### config.mk
export PLATFORM = sky130hd
export DESIGN_NAME = banked_mem_ctrl
export DESIGN_NICKNAME = d
export VERILOG_FILES = /design/src/rtl/banked_mem_ctrl.sv
export SDC_FILE = /design/constraint.sdc
export NUM_CORES = 1
export LEC_CHECK = 0
export CORE_ASPECT_RATIO = 0.7
export CORE_MARGIN = 2
export CORE_UTILIZATION = 29
export CTS_CLUSTER_SIZE = 16
export DETAILED_ROUTE_END_ITERATION = 6
export GPL_TIMING_DRIVEN = 0
export PLACE_DENSITY = 0.76
export SLEW_MARGIN = 20
export SYNTH_ARGS = -nofsm -noshare
export SYNTH_HDL_FRONTEND = slang
export SYNTH_SLANG_ARGS = --single-unit
### constraint.sdc
create_clock -name i_clk -period 1.9 [get_ports i_clk]
set_input_delay 0.57 -clock i_clk [delete_from_list [all_inputs] [get_ports i_clk]]
set_output_delay 0.57 -clock i_clk [all_outputs]
set_load 0.05 [all_outputs]
### src/rtl/banked_mem_ctrl.sv
// Registered load/store controller fanning one request port out to NUM_BANKS memory banks.
// Define BANKED_MEM_CTRL_ERR_EN to report unmapped selectors on rsp_err.
module banked_mem_ctrl #(
  parameter int                   NUM_BANKS   = 3,
  parameter int                   ADDR_W      = 16,
  parameter int                   BANK_ADDR_W = 12,
  parameter int                   DATA_W      = 32,
  parameter int                   RD_LAT      = 1,
  parameter logic [NUM_BANKS-1:0] NARROW_MASK = 3'b010
) (
  input  logic                        i_clk,
  input  logic                        i_rst_n,
  input  logic                        i_req_valid,
  output logic                        o_req_ready,
  input  logic                        i_req_we,
  input  logic [ADDR_W-1:0]           i_req_addr,
  input  logic [DATA_W-1:0]           i_req_wdata,
  input  logic [DATA_W/8-1:0]         i_req_be,
  output logic                        o_rsp_valid,
  input  logic                        i_rsp_ready,
  output logic [DATA_W-1:0]           o_rsp_rdata,
  output logic                        o_rsp_err,
  output logic [NUM_BANKS-1:0]        o_bank_wren,
  output logic [BANK_ADDR_W-1:0]      o_bank_addr,
  output logic [DATA_W-1:0]           o_bank_wdata,
  output logic [DATA_W/8-1:0]         o_bank_be,
  input  logic [NUM_BANKS*DATA_W-1:0] i_bank_rdata
);

  localparam int SEL_W = ADDR_W - BANK_ADDR_W;
  localparam int BE_W  = DATA_W / 8;
  localparam int CNT_W = $clog2(RD_LAT + 1);

`ifdef BANKED_MEM_CTRL_ERR_EN
  localparam bit ERR_EN = 1'b1;
`else
  localparam bit ERR_EN = 1'b0;
`endif

  typedef enum logic [1:0] {IDLE, ISSUE, WAIT, RESP} state_t;

  state_t                  r_state;
  logic                    r_we;
  logic [NUM_BANKS-1:0]    r_hit;
  logic [CNT_W-1:0]        r_cnt;
  logic                    r_rsp_valid;
  logic [DATA_W-1:0]       r_rsp_rdata;
  logic                    r_rsp_err;
  logic [NUM_BANKS-1:0]    r_bank_wren;
  logic [BANK_ADDR_W-1:0]  r_bank_addr;
  logic [DATA_W-1:0]       r_bank_wdata;
  logic [BE_W-1:0]         r_bank_be;

  logic [SEL_W-1:0]        w_req_sel;
  logic [NUM_BANKS-1:0]    w_req_hit;
  logic                    w_req_narrow;
  logic [DATA_W-1:0]       w_bank_rd [NUM_BANKS];
  logic [DATA_W-1:0]       w_sel_rd;
  logic                    w_rd_narrow;
  logic [DATA_W-1:0]       w_rsp_data;

  assign w_req_sel = i_req_addr[ADDR_W-1:BANK_ADDR_W];

  // One-hot bank decode; a selector past the last bank leaves every bit clear.
  for (genvar gi = 0; gi < NUM_BANKS; gi++) begin : g_bank
    assign w_req_hit[gi] = (w_req_sel == SEL_W'(gi));
    assign w_bank_rd[gi] = i_bank_rdata[gi*DATA_W +: DATA_W];
  end

  assign w_req_narrow = |(w_req_hit & NARROW_MASK);
  assign w_rd_narrow  = |(r_hit & NARROW_MASK);

  always_comb begin
    w_sel_rd = '0;
    for (int b = 0; b < NUM_BANKS; b++) begin
      if (r_hit[b]) w_sel_rd = w_bank_rd[b];
    end
  end

  assign w_rsp_data = (r_hit == '0) ? '0 :
                      w_rd_narrow   ? {BE_W{w_sel_rd[7:0]}} : w_sel_rd;

  always_ff @(posedge i_clk or negedge i_rst_n) begin
    if (!i_rst_n) begin
      r_state      <= IDLE;
      r_we         <= 1'b0;
      r_hit        <= '0;
      r_cnt        <= '0;
      r_rsp_valid  <= 1'b0;
      r_rsp_rdata  <= '0;
      r_rsp_err    <= 1'b0;
      r_bank_wren  <= '0;
      r_bank_addr  <= '0;
      r_bank_wdata <= '0;
      r_bank_be    <= '0;
    end else begin
      case (r_state)
        IDLE: begin
          if (i_req_valid) begin
            r_we        <= i_req_we;
            r_hit       <= w_req_hit;
            r_bank_addr <= i_req_addr[BANK_ADDR_W-1:0];
            r_bank_wren <= i_req_we ? w_req_hit : '0;
            // Narrow banks only see byte lane 0.
            if (w_req_narrow) begin
              r_bank_wdata <= DATA_W'(i_req_wdata[7:0]);
              r_bank_be    <= BE_W'(i_req_be[0]);
            end else begin
              r_bank_wdata <= i_req_wdata;
              r_bank_be    <= i_req_be;
            end
            r_state <= ISSUE;
          end
        end
        ISSUE: begin
          r_bank_wren <= '0;
          if (r_we) begin
            r_rsp_valid <= 1'b1;
            r_rsp_rdata <= '0;
            r_rsp_err   <= ERR_EN && (r_hit == '0);
            r_state     <= RESP;
          end else begin
            r_cnt   <= CNT_W'(RD_LAT);
            r_state <= WAIT;
          end
        end
        WAIT: begin
          if (r_cnt == CNT_W'(1)) begin
            r_rsp_valid <= 1'b1;
            r_rsp_rdata <= w_rsp_data;
            r_rsp_err   <= ERR_EN && (r_hit == '0);
            r_state     <= RESP;
          end else begin
            r_cnt <= r_cnt - CNT_W'(1);
          end
        end
        RESP: begin
          if (i_rsp_ready) begin
            r_rsp_valid <= 1'b0;
            r_state     <= IDLE;
          end
        end
        default: r_state <= IDLE;
      endcase
    end
  end

  assign o_req_ready  = (r_state == IDLE);
  assign o_rsp_valid  = r_rsp_valid;
  assign o_rsp_rdata  = r_rsp_rdata;
  assign o_rsp_err    = r_rsp_err;
  assign o_bank_wren  = r_bank_wren;
  assign o_bank_addr  = r_bank_addr;
  assign o_bank_wdata = r_bank_wdata;
  assign o_bank_be    = r_bank_be;

endmodule

==> metrics.txt <==
status finished with violations; headroom to the max-slew limit 0.575; Synth area leader dfrtp_1; Detail Route Antenna Nets 0; Critical Path AT 2.11 ns; synthesized cell area 0.00425 mm2; DR pass1 iterations 5; Yosys Warn Count 0; Max-Cap Viols 0; reg2reg setup slack -0.009 ns; register area 0.00228 mm2; Hold Buf Count CTS 0; clock tree root driver cell clkbuf_16; final hold vios 0; Total Routed Length 15500 um; final setup fails 1; # port buffers 213; switching share of power 0.505; DP Wirelength 11400 um; post-route worst setup slack -0.00909 ns; DRT iter0 DRCs 188; Worst-Skew Late Latency 0.33 ns; Die W 149 um; clock buffer count from CTS 9; Avg Vias per Cell 5.33; failing checks negative setup slack; Pint 6650 uW; Reg2Reg Depth 6; top cell type's share of synthesized area 0.536; Synth cell types 33; Async SR Flop Fraction 1.00; number of flops mapped to enable cells by yosys 0; Clock power frac 0.136; placer's final routability congestion estimate 0.854; Clock Path Buffers 2; H-tree level count 3; Most used DFF post-synth dfrtp_1; number of synthesized register bits 91; switching power 6780 uW; row cnt 36; final worst path period need 1.91 ns; CP Launch Type flip-flop; largest net degree at the start of global routing 58; ranking of synthesized cells by area dfrtp_1, o31ai_1, mux2_2, a22o_1, a221oi_1; Total GRT Usage 0.191; pwr dens 1820 mW/mm2; Max FO, Critical Path 10; die area 0.0156 mm2; period utilisation layout 1.00; # IOs 239; Mapped Cells 341; clock skew 0.00714 ns; LEAKAGE 0.00326 uW; fill count 1212; n_diodes 0; Reg-to-Reg Start r_state[1]$_DFFE_PN0P_; vias in the first global route 4253; critical path class flip-flop to flip-flop; Hold WC Path Type input port to async pin; Gate power share 0.622; Worst VDD drop 1060 uV; Least-Margin Pin Slew 0.638 ns; die height 105 um; Nets 731; layout cells sized above 1 0.245; max-slew violation count 0; initial antenna violation count 0; DR DRC count 0; core area 0.0141 mm2; multi-input logic area 0.00217 mm2; wire per inst 20.2 um; initial core utilization 0.301; Syn Area/Cell 12.4 um2; first-pass GRT wire length 23400 um; area grow syn2layout 74.0%; Reg power frac 0.242; Util after Layout 0.524; syn_nets 498; GRT overflow 0; r2r endpoint o_rsp_rdata[17]$_DFFE_PN0P_; setup TNS -0.00909 ns; via count 4102; fmax 0.524 GHz; clock edge transition at the registers on the reported setup and hold paths 0.07 ns; CTS tree yes; clock sink count 91; Crit. End Element flip-flop; RSZ-0062 raised after global routing true; post-synthesis sequential area ratio 0.536; Worst EP required 2.10 ns
Yosys cell counts, types with 2 or more instances:
cell type	instances
nor2b_1	5
a221o_1	8
nor3_1	2
a221oi_1	24
buf_2	12
buf_4	2
mux2_2	30
o221ai_1	8
nand2_1	7
o41ai_1	3
nand2b_1	8
inv_1	5
and2_1	2
clkbuf_1	19
a32o_1	8
buf_6	5
a22o_1	29
dfrtp_1	91
o31ai_1	51
or3_1	3
nor2_1	4
ha_1	4
state kept, by name, indices dropped and copies added (netlist names):
signal / cells
o_bank_be: 4
r_cnt: 1
o_bank_wdata: 32
o_rsp_rdata: 32
o_bank_wren: 3
r_we: 1
o_rsp_valid: 1
r_state: 2
r_hit: 3
o_bank_addr: 12
cells by family (layout without fill, tap and decap cells):
logic type | after synthesis | after routing | share of synthesized area
adders and majority gates | 4 | 4 | 0.0118
AOI/OAI and AO/OA | 135 | 135 | 0.266
DFF | 91 | 91 | 0.536
and+or+nand+nor | 36 | 36 | 0.0522
other | 1 | 1 | 0.000883
muxes | 30 | 30 | 0.0796
buffers and inverters | 44 | 282 | 0.0530
power groups by stage:
stage	Combinational [uW]	Clock, uW	Sequential (uW)
2_1_floorplan	2530	0	5910
3_3_place_gp	7790	0	3230
3_5_place_dp	7960	0	3280
4_1_cts	7650	1890	3220
5_1_grt	8760	1960	3350
6_report	8360	1830	3250
stage by stage:
stage               cell area (um2)  total power [uW]  cells  hold WS (ns)  setup slack, ns
floorplan                      4260              8440    341         0.274          0.00403
global placement               6630             11000    744         0.462            -3.04
detailed placement             6660             11200    745         0.463           -0.609
CTS                            6980             12800    767         0.126          0.00276
global route                   7390             14100    769         0.140          -0.0810
finish                         7390             13400    769         0.123         -0.00909
per-layer routing:
| metal | up-vias | share of wire | GRT usage |
|---|---|---|---|
| met1 | 2040 | 0.43 | 0.255 |
| met4 | 0 | 0.018 | 0.0537 |
| li1 | 1830 | - | - |
| met2 | 204 | 0.47 | 0.302 |
| met5 | - | 0 | 0 |
| met3 | 28 | 0.086 | 0.0580 |
cells in the final DEF, fill, tap and decap left out, types with 2 or more instances in the layout:
cell type / netlist / routed
a221o_1: 8 / 8
a221oi_1: 24 / 17
a221oi_2: 0 / 7
a22o_1: 29 / 29
a32o_1: 8 / 8
and2_1: 2 / 2
buf_2: 12 / 10
buf_4: 2 / 9
buf_6: 5 / 7
clkbuf_1: 19 / 6
clkbuf_16: 0 / 9
clkbuf_2: 0 / 11
clkbuf_4: 0 / 4
clkbuf_8: 0 / 2
clkdlybuf4s50_1: 0 / 127
clkinv_2: 0 / 2
dfrtp_1: 91 / 90
dlygate4sd2_1: 0 / 84
ha_4: 0 / 3
inv_1: 5 / 3
mux2_2: 30 / 30
nand2_1: 7 / 6
nand2b_1: 8 / 8
nor2_1: 4 / 3
nor2_4: 0 / 2
nor2b_1: 5 / 5
nor3_1: 2 / 2
nor4b_4: 1 / 2
o221ai_2: 0 / 2
o221ai_4: 0 / 6
o31ai_1: 51 / 25
o31ai_2: 0 / 18
o31ai_4: 0 / 8
o41ai_1: 3 / 3
or3_1: 3 / 3
worst max-delay path by stage:
stage / from / end
final: r_state[1]$_DFFE_PN0P_ / o_rsp_rdata[17]$_DFFE_PN0P_
after global routing: r_state[1]$_DFFE_PN0P_ / o_rsp_rdata[17]$_DFFE_PN0P_
after CTS: r_hit[1]$_DFFE_PN0P_ / o_rsp_rdata[31]$_DFFE_PN0P_
after detailed placement: i_req_valid / o_bank_wdata[23]$_DFFE_PN0P_
after global placement: i_rst_n / o_bank_wdata[4]$_DFFE_PN0P_
after floorplan: r_state[0]$_DFFE_PN0P_ / o_bank_wdata[12]$_DFFE_PN0P_
area by class of cell:
type,count,area share
well taps,190,0.0322
plain buffers,38,0.0329
repair buffers,223,0.288
flip-flops and latches,91,0.308
clock buffers,12,0.0347
inverters,5,0.00288
multi-input cells,206,0.294
clock inverters,4,0.00660
critical path: stages (launching register included):
cell      delay [ns]
dfrtp_2         0.45
ha_4            0.18
nor2b_1         0.15
buf_2           0.20
clkbuf_2        0.26
o31ai_1         0.41
o31ai_2         0.13
repair_timing:
action                     CTS  global route
setup endpoints to repair  158            82
setup buffers                7             2
pin swaps                    2             2
resized for setup          109            81
(Power assumes the default switching activity.)
